[config.mk]
export PLATFORM = sky130hd
export DESIGN_NAME = instr_fetch_unit
export DESIGN_NICKNAME = d
export VERILOG_FILES = /design/src/rtl/mips_pkg.sv /design/src/rtl/next_pc_calc.sv /design/src/rtl/instr_fetch_unit.sv
export SDC_FILE = /design/constraint.sdc
export NUM_CORES = 1
export LEC_CHECK = 0
export CAP_MARGIN = 20
export CORE_UTILIZATION = 46
export CTS_CLUSTER_SIZE = 16
export DETAILED_ROUTE_END_ITERATION = 8
export GPL_TIMING_DRIVEN = 0
export PLACE_DENSITY = 0.88
export SLEW_MARGIN = 20
export SYNTH_ARGS = -nofsm -noshare
export SYNTH_HDL_FRONTEND = slang
export SYNTH_SLANG_ARGS = --single-unit
[constraint.sdc]
create_clock -name clk -period 4.2 [get_ports clk]
set_input_delay 0.63 -clock clk [delete_from_list [all_inputs] [get_ports clk]]
set_output_delay 0.63 -clock clk [all_outputs]
set_load 0.03 [all_outputs]
[src/rtl/mips_pkg.sv]
// -----------------------------------------------------------------------------
// mips_pkg
// Shared definitions for the MIPS_32 front end: major opcode values, the
// fetch-unit state encoding and the default halt instruction word.
// No ports (package).
// -----------------------------------------------------------------------------
package mips_pkg;

    // Major opcode values (instr[31:26]) seen by the ALU / register file
    localparam logic [5:0] OP_RTYPE = 6'b000000;
    localparam logic [5:0] OP_BEQ   = 6'b000100;
    localparam logic [5:0] OP_BNE   = 6'b000101;
    localparam logic [5:0] OP_BGEZ  = 6'b000001;
    localparam logic [5:0] OP_LUI   = 6'b001111;

    // Instruction word that stops the fetch unit
    localparam logic [31:0] HALT_WORD_DEFAULT = 32'hFFFF_FFFF;

    // Fetch unit control states
    typedef enum logic [1:0] {
        IDLE = 2'b00,
        REQ  = 2'b01,
        HOLD = 2'b10,
        HALT = 2'b11
    } fetch_state_e;

endpackage : mips_pkg

[src/rtl/next_pc_calc.sv]
// -----------------------------------------------------------------------------
// next_pc_calc
// Combinational next program counter: pc + 4, plus the ALU byte offset when
// the branch is taken. 32-bit modulo arithmetic; the result is forced to a
// word address.
// Ports:
//   pc            in  32  current program counter
//   branch        in  1   branch taken
//   branch_offset in  32  signed byte offset (two's complement)
//   next_pc       out 32  following program counter, bits [1:0] = 0
// -----------------------------------------------------------------------------
module next_pc_calc (
    input  logic [31:0] pc,
    input  logic        branch,
    input  logic [31:0] branch_offset,
    output logic [31:0] next_pc
);

    logic [31:0] offset_s;
    logic [31:0] sum_s;

    // Select the branch offset and form the word-aligned sum
    always_comb begin
        offset_s = 32'd0;
        if (branch) begin
            offset_s = branch_offset;
        end else begin
            offset_s = 32'd0;
        end
        // Adding a signed offset as unsigned gives the right wrap modulo 2^32
        sum_s   = pc + 32'd4 + offset_s;
        next_pc = sum_s & 32'hFFFF_FFFC;
    end

endmodule : next_pc_calc

[src/rtl/instr_fetch_unit.sv]
// -----------------------------------------------------------------------------
// instr_fetch_unit
// Front end of the single-issue MIPS_32 datapath. Holds the PC, fetches one
// instruction per request/acknowledge handshake, presents the decoded fields
// until downstream signals exec_done, then advances the PC (taking the ALU
// branch decision into account). A fetched HALT_WORD stops the unit until reset.
// Ports:
//   clk, reset                      clock, synchronous active-high reset
//   imem_req/imem_addr (out)        fetch request and byte address (= pc)
//   imem_ack/imem_rdata (in)        memory response
//   instr_valid (out)               fields below are valid
//   opcode/rs/rt/rd/funct/immediate decoded fields of the held instruction
//   pc (out)                        address of the held instruction
//   exec_done/branch/branch_offset  downstream consume + ALU branch result
//   halted (out)                    halt instruction fetched (sticky)
// -----------------------------------------------------------------------------
module instr_fetch_unit
    import mips_pkg::*;
#(
    parameter logic [31:0] RESET_PC  = 32'h0000_0000,
    parameter logic [31:0] HALT_WORD = HALT_WORD_DEFAULT
) (
    input  logic        clk,
    input  logic        reset,
    output logic        imem_req,
    output logic [31:0] imem_addr,
    input  logic        imem_ack,
    input  logic [31:0] imem_rdata,
    output logic        instr_valid,
    output logic [5:0]  opcode,
    output logic [4:0]  rs,
    output logic [4:0]  rt,
    output logic [4:0]  rd,
    output logic [5:0]  funct,
    output logic [15:0] immediate,
    output logic [31:0] pc,
    input  logic        exec_done,
    input  logic        branch,
    input  logic [31:0] branch_offset,
    output logic        halted
);

    fetch_state_e state_r;
    fetch_state_e state_next_s;
    logic [31:0]  pc_r;
    logic [31:0]  pc_next_s;
    logic [31:0]  pc_calc_s;
    logic [31:0]  instr_r;
    logic [31:0]  instr_next_s;
    logic         req_r;
    logic         valid_r;
    logic         halted_r;

    next_pc_calc u_next_pc (
        .pc            (pc_r),
        .branch        (branch),
        .branch_offset (branch_offset),
        .next_pc       (pc_calc_s)
    );

    // Next-state, next-pc and instruction-capture logic
    always_comb begin
        state_next_s = state_r;
        pc_next_s    = pc_r;
        instr_next_s = instr_r;
        case (state_r)
            IDLE: begin
                state_next_s = REQ;
            end
            REQ: begin
                if (imem_ack) begin
                    instr_next_s = imem_rdata;
                    if (imem_rdata == HALT_WORD) begin
                        state_next_s = HALT;
                    end else begin
                        state_next_s = HOLD;
                    end
                end else begin
                    state_next_s = REQ;
                end
            end
            HOLD: begin
                if (exec_done) begin
                    pc_next_s    = pc_calc_s;
                    state_next_s = REQ;
                end else begin
                    state_next_s = HOLD;
                end
            end
            HALT: begin
                // pc keeps the halt instruction's address
                state_next_s = HALT;
            end
            default: begin
                state_next_s = IDLE;
            end
        endcase
    end

    // State, pc, instruction register and registered status outputs
    always_ff @(posedge clk) begin
        if (reset) begin
            state_r  <= IDLE;
            pc_r     <= RESET_PC;
            instr_r  <= 32'd0;
            req_r    <= 1'b0;
            valid_r  <= 1'b0;
            halted_r <= 1'b0;
        end else begin
            state_r  <= state_next_s;
            pc_r     <= pc_next_s;
            instr_r  <= instr_next_s;
            // Status flags are registered from the next state so they line
            // up with the state they describe
            req_r    <= (state_next_s == REQ);
            valid_r  <= (state_next_s == HOLD);
            halted_r <= (state_next_s == HALT);
        end
    end

    assign imem_req    = req_r;
    assign imem_addr   = pc_r;
    assign pc          = pc_r;
    assign instr_valid = valid_r;
    assign halted      = halted_r;
    assign opcode      = instr_r[31:26];
    assign rs          = instr_r[25:21];
    assign rt          = instr_r[20:16];
    assign rd          = instr_r[15:11];
    assign funct       = instr_r[5:0];
    assign immediate   = instr_r[15:0];

endmodule : instr_fetch_unit

### Word level (Yosys, flattened, before mapping)

Cells that the tools add are included.

* register bits after elaboration: 67
* latch bits: 0
* bits in writable memories: 0
* ROM bits: 0
* input port bits: 69
* output and inout bits: 110
* word-level logic and storage cells: 23
* memories kept: 0

* add/subtract/negate cells: 2
* multiply operators: 0
* div/mod/pow operators: 0
* magnitude comparators: 0
* equality and inequality tests: 7
* shifts and indexed selects: 0
* muxes and demuxes: 5
* bitwise logic cells: 0
* reductions and logical operators: 3

Operators with widths (count)
* adder 32 x 3 -> 32 bit (second input constant): 1
* adder 32 bit: 1
* == test 32 bit (second input constant): 1
* 2-to-1 mux 32 bit: 1
* == test 2 bit (second input constant): 4
* case mux 2 bit (4 select lines): 1
* == test 2 x 1 -> 1 bit (second input constant): 2
* 2-to-1 mux 2 bit: 2
* AND reduction 2 bit: 2
* logical NOT 2 bit: 1
* 2-to-1 mux 1 bit: 1

### Depth between registers and ports, before layout

* depth after elaboration: 5
* gate-level depth with buffers: 13
* depth with buffers taken out: 12

### Hierarchy

Synthesis repeated with hierarchy kept, for this count alone.

* cell total of the unflattened synthesis: 677
* area total of the unflattened synthesis: 5216.3 µm²

Modules (own cells, without submodules)
* instr_fetch_unit: times used 1, cells each 349, area an instance 2851.5 µm², sequential area each 1381.3 µm²
* next_pc_calc: times used 1, cells each 328, area an instance 2364.8 µm², sequential area each 0.0 µm²

### Worst setup path after synthesis

Ideal clock, no wire load.

* path type: input -> register
* from: input branch
* to: register pc_r[31], in the netlist imem_addr[31]
* setup time: 135 ps
* arrival: 3042 ps
* data required time: 4065 ps
* setup slack: 1023 ps
* cell stages on the path: 12
* path buffers: 1
* path through: clkbuf_1 and2_1 ha_1 ha_1 fa_1 a211oi_2 o21ai_2 o211ai_2 a211oi_2 o31ai_2 mux2i_1 o32ai_1

* longest elaborated chain between the ends: 2

Ends and longest elaborated chain
* start: declaration: RTL line instr_fetch_unit.sv:38 `input logic branch,`
* 2-to-1 mux 32 bit: RTL line next_pc_calc.sv:25 `if (branch) begin`
* adder 32 bit: RTL line next_pc_calc.sv:31 `sum_s = pc + 32'd4 + offset_s;`
* end signal: assignment: RTL line instr_fetch_unit.sv:111 `pc_r <= pc_next_s;`
* end: declaration: RTL line instr_fetch_unit.sv:45 `logic [31:0] pc_r;`

No other way between the ends.
A chain may end at the register's enable or synchronous reset.

### Worst setup path after layout

* from: input branch
* to: register pc_r[29], in the netlist imem_addr[29]

The elaborated chain is that of the path after synthesis.

==> key figures <==
Clocking
  • Clk slew on worst S/H paths: about 0.070 ns
  • CTS tree: done
  • CTS root buffer: clkbuf_8
  • Clock Path Buffers: 2
  • Post-CTS Setup Bufs: 0
  • CTS sink cnt: 67
  • Clk_lat worst skew: 0.35 ns
  • H-tree Lvls: 3
  • CTS buffer count: 9

Die
  • Die width: 105 µm
  • Core ar.: 10300 µm²
  • Starting Density: 47.3%
  • Area of the die: approximately 11000 µm²
  • Row cnt: 37
  • Top-Level Pins: 179
  • Die H: 105 µm

Timing
  • Minimum clock period: approximately 3.9 ns
  • Period utilization: between 90 and 100%
  • Headroom to the max-slew limit: 61.2%
  • Fmax: 0.256 GHz
  • Slew @ Worst Pin: between 0.5 and 0.6 ns
  • Final-report hold violation count: 0
  • Final clock skew: 0.00955 ns
  • Slew Viols, Final: 0
  • Hold WS: between 0.4 and 0.5 ns
  • RSZ-0062 raised after global routing: false
  • Final setup fails: 0

Logic synthesis
  • Ys Warns: 0
  • Seq cells post-synth: between 60 and 70
  • Netlist Area Pre-Place: 4870 µm²
  • Synth cell types: 60
  • Syn Inst Count: 625
  • Sequential-to-total area share from yosys stat: approximately 28%
  • Syn_area_per_cell: about 8 µm²
  • Synth Flop Type: dfxtp_1
  • Async set-reset flop share out of synthesis: 0%
  • EDFF count, synth: 0

Detailed routing
  • Detailed-route wire length per cell: 15.6 µm
  • Top Metal Used: met4
  • Number of DRC markers in iteration 0: about 240
  • Met1 wire length: 6200 µm
  • Met3 WL: approximately 940 µm
  • Detailed-route via count: about 5100
  • Vias per cell: approximately 5.4
  • Routed WL: 14800 µm
  • DRC viols: 0
  • Antenna viol nets, final: 0
  • First-pass DRT Iterations: 4
  • Metal2 WL: 7360 µm

Placement
  • Port Buffer Count: 171
  • Placed wire-length estimate: 11900 µm
  • Gpl congestion: 0.927

Worst hold path
  • Hold depth: 2
  • Min-delay worst type: register to register
  • Worst Hold Endpoint: instr_r[22]$_SDFFE_PP0P_
  • HP Start: instr_r[22]$_SDFFE_PP0P_

Setup path
  • Worst path top cell family by delay: compound AO/OA/AOI/OAI gates
  • Worst setup EP type: register
  • Crit Path Category: input port to register
  • Cells along the critical path: clkdlybuf4s50_1 -> clkbuf_2 -> and2_1 -> ha_1 -> ha_1 -> fa_1 -> a211oi_2 -> o21ai_2 -> o2111ai_1 -> a21oi_1 -> o21ai_0 -> nand3_1 -> a32o_1
  • Startpoint Class: input port
  • FF-to-FF path depth: 10
  • Buffers & Inverters on Critical Path: 2
  • FF-to-FF Start: imem_addr[3]$_SDFFE_PP0P_
  • CP max-delay cell: clkdlybuf4s50_1
  • Reg2reg setup slack: 1.15 ns
  • CP required: 4.44 ns
  • Crit-path max FO: 19
  • FF-to-FF End: imem_addr[29]$_SDFFE_PP0P_
  • Crit-path max cell delay: 0.49 ns
  • Worst EP arrival: 4.15 ns
  • Most used cell, CP: ha_1

Power and ir drop
  • Worst vdd rail ir drop: roughly 120 µV
  • Reg power frac: 43.3%
  • Sw frac: 30.6%
  • Power per Cell Area: around 220 nW/µm²
  • Combinational Power Share: 24.8%
  • Clock share of power: 31.9%
  • Net Switching: 0.000477 W
  • Leak: around 2.9 nW
  • Internal power: 0.00108 W

Global routing
  • Largest net degree at the start of global routing: 12
  • First-pass GRT wire length: 23900 µm
  • Global Route Usage Sum: a little over a quarter
  • Number of global-route vias before repair: 5068
  • Antenna violations before repair: 0
  • Overflow after GRT: 0

Layout
  • Layout area overhead: 42.6%
  • ANT cells: 0
  • Fin util: 67.5%
  • Number of nets in the layout: 936
  • Fillers: 875
  • Share of layout cells above drive strength 1: about a tenth

Run status
  • Run status: finished, final reports clean

Flow run
  • Max_cap viols: 0
## power groups by stage
stage	clock, W	sequential, W	combinational (W)
2_1_floorplan	0	0.000728	0.000177
3_3_place_gp	0	0.000689	0.000377
3_5_place_dp	0	0.000690	0.000385
4_1_cts	0.000506	0.000675	0.000387
5_1_grt	0.000530	0.000678	0.000417
6_report	0.000497	0.000676	0.000387
## synthesized netlist by cell type, drive strengths merged, types with 2 or more instances
master   number  area [µm²]
nand2       127         477
xnor2        11        96.3
nand3        16        80.1
o211ai        2        20.0
nor2         32         123
nor3          7        35.0
nor4          2        12.5
o21bai        4        41.3
xor2          6        52.6
o21ai        16        83.8
mux2i         2        20.0
and3          3        18.8
nand3b        4        30.0
buf          48         362
or3           3        18.8
clkbuf       25         105
or2           2        12.5
o32ai         2        17.5
or4           4        30.0
o2111ai       2        17.5
ha           57         713
a211oi        9        82.6
a21oi        75         398
a21o         10        75.1
nand4b        3        26.3
nor2b         6        37.5
nand4        12        75.1
inv           8        30.0
nand2b        2        12.5
a211o         2        17.5
dfxtp        67        1340
and2         32         200
a21boi        3        22.5
a31oi         6        37.5
a22o          2        18.8
## routing by layer
| layer | global-route usage (%) | vias to the layer above |
|---|---|---|
| li1 | - | 2503 |
| met1 | 32.5 | 2362 |
| met2 | 48.1 | 223 |
| met3 | 4.12 | 19 |
| met4 | 10.8 | 0 |
| met5 | 0 | - |
## cells in the final DEF (no fill, tap or decap), types with 7 or more instances in the layout
master	n
o21ai_0	13
nand4_1	12
clkdlybuf4s50_1	171
inv_1	8
clkbuf_1	22
xnor2_1	11
nand2_1	127
a21o_1	10
nand3_1	16
dfxtp_1	67
clkbuf_8	12
nor3_1	7
buf_4	46
ha_1	57
a21oi_1	73
nor2_1	31
and2_1	32
## cells by family after synthesis
family,after synthesis,synth area share [%]
adder cells (fa/ha/maj),58,15.1
AO/OA/AOI/OAI,143,19.0
flip-flops,67,27.6
buffers and inverters,81,10.2
other,1,0.0771
XOR/XNOR,17,3.06
AND/OR/NAND/NOR,256,24.6
multiplexers,2,0.411
## final cells by class
cell class                 instances  area (µm²)  share of cell area, %
clock buffer                      12         155                   2.24
tap                              136         170                   2.45
inverter                           8        30.0                  0.433
clock inverter                     4        25.0                  0.361
multi-input combinational        480        3040                   43.8
timing repair buffer             171        1710                   24.7
buffer                            72         464                   6.69
sequential                        67        1340                   19.3
## state kept, by name (all words and copies together) (netlist names)
| name | cells |
|---|---|
| halted | 1 |
| imem_addr | 30 |
| imem_req | 1 |
| instr_r | 32 |
| instr_valid | 1 |
| state_r | 2 |
## through the flow
step / setup WS (ns) / TNS, ns / instance area [µm²] / instances / total power [W]
floorplan: 1.02 / 0 / 4880 / 628 / 0.000905
global placement: -0.183 / -0.481 / 6760 / 935 / 0.00107
detailed placement: -0.244 / -0.989 / 6760 / 935 / 0.00108
CTS: 0.137 / 0 / 6940 / 951 / 0.00157
global route: 0.0532 / 0 / 6940 / 950 / 0.00163
finish: 0.293 / 0 / 6940 / 950 / 0.00156
## what timing repair did
item / in CTS / in global routing
hold buffers: 0 / 0
resized for setup: 0 / 2
endpoints found under the setup margin: 0 / 5
hold endpoints to repair: 0 / 0
## worst max path at each step
stage / depth (start not counted) / start / slack (ns) / end
CTS: 14 / branch / 0.14 / imem_addr[29]$_SDFFE_PP0P_
global placement: 14 / branch / -0.18 / imem_addr[29]$_SDFFE_PP0P_
detailed placement: 14 / branch / -0.24 / imem_addr[29]$_SDFFE_PP0P_
global route: 13 / branch / 0.05 / imem_addr[29]$_SDFFE_PP0P_
finish: 13 / branch / 0.29 / imem_addr[29]$_SDFFE_PP0P_
floorplan: 12 / branch / 1.02 / imem_addr[31]$_SDFFE_PP0P_
## worst min-delay path, stage by stage (launching register included)
cell and delay (ns):
dfxtp_1 0.31, nand2_1 0.05, a21oi_1 0.05
No activity file was read; power rests on OpenSTA's default activity.
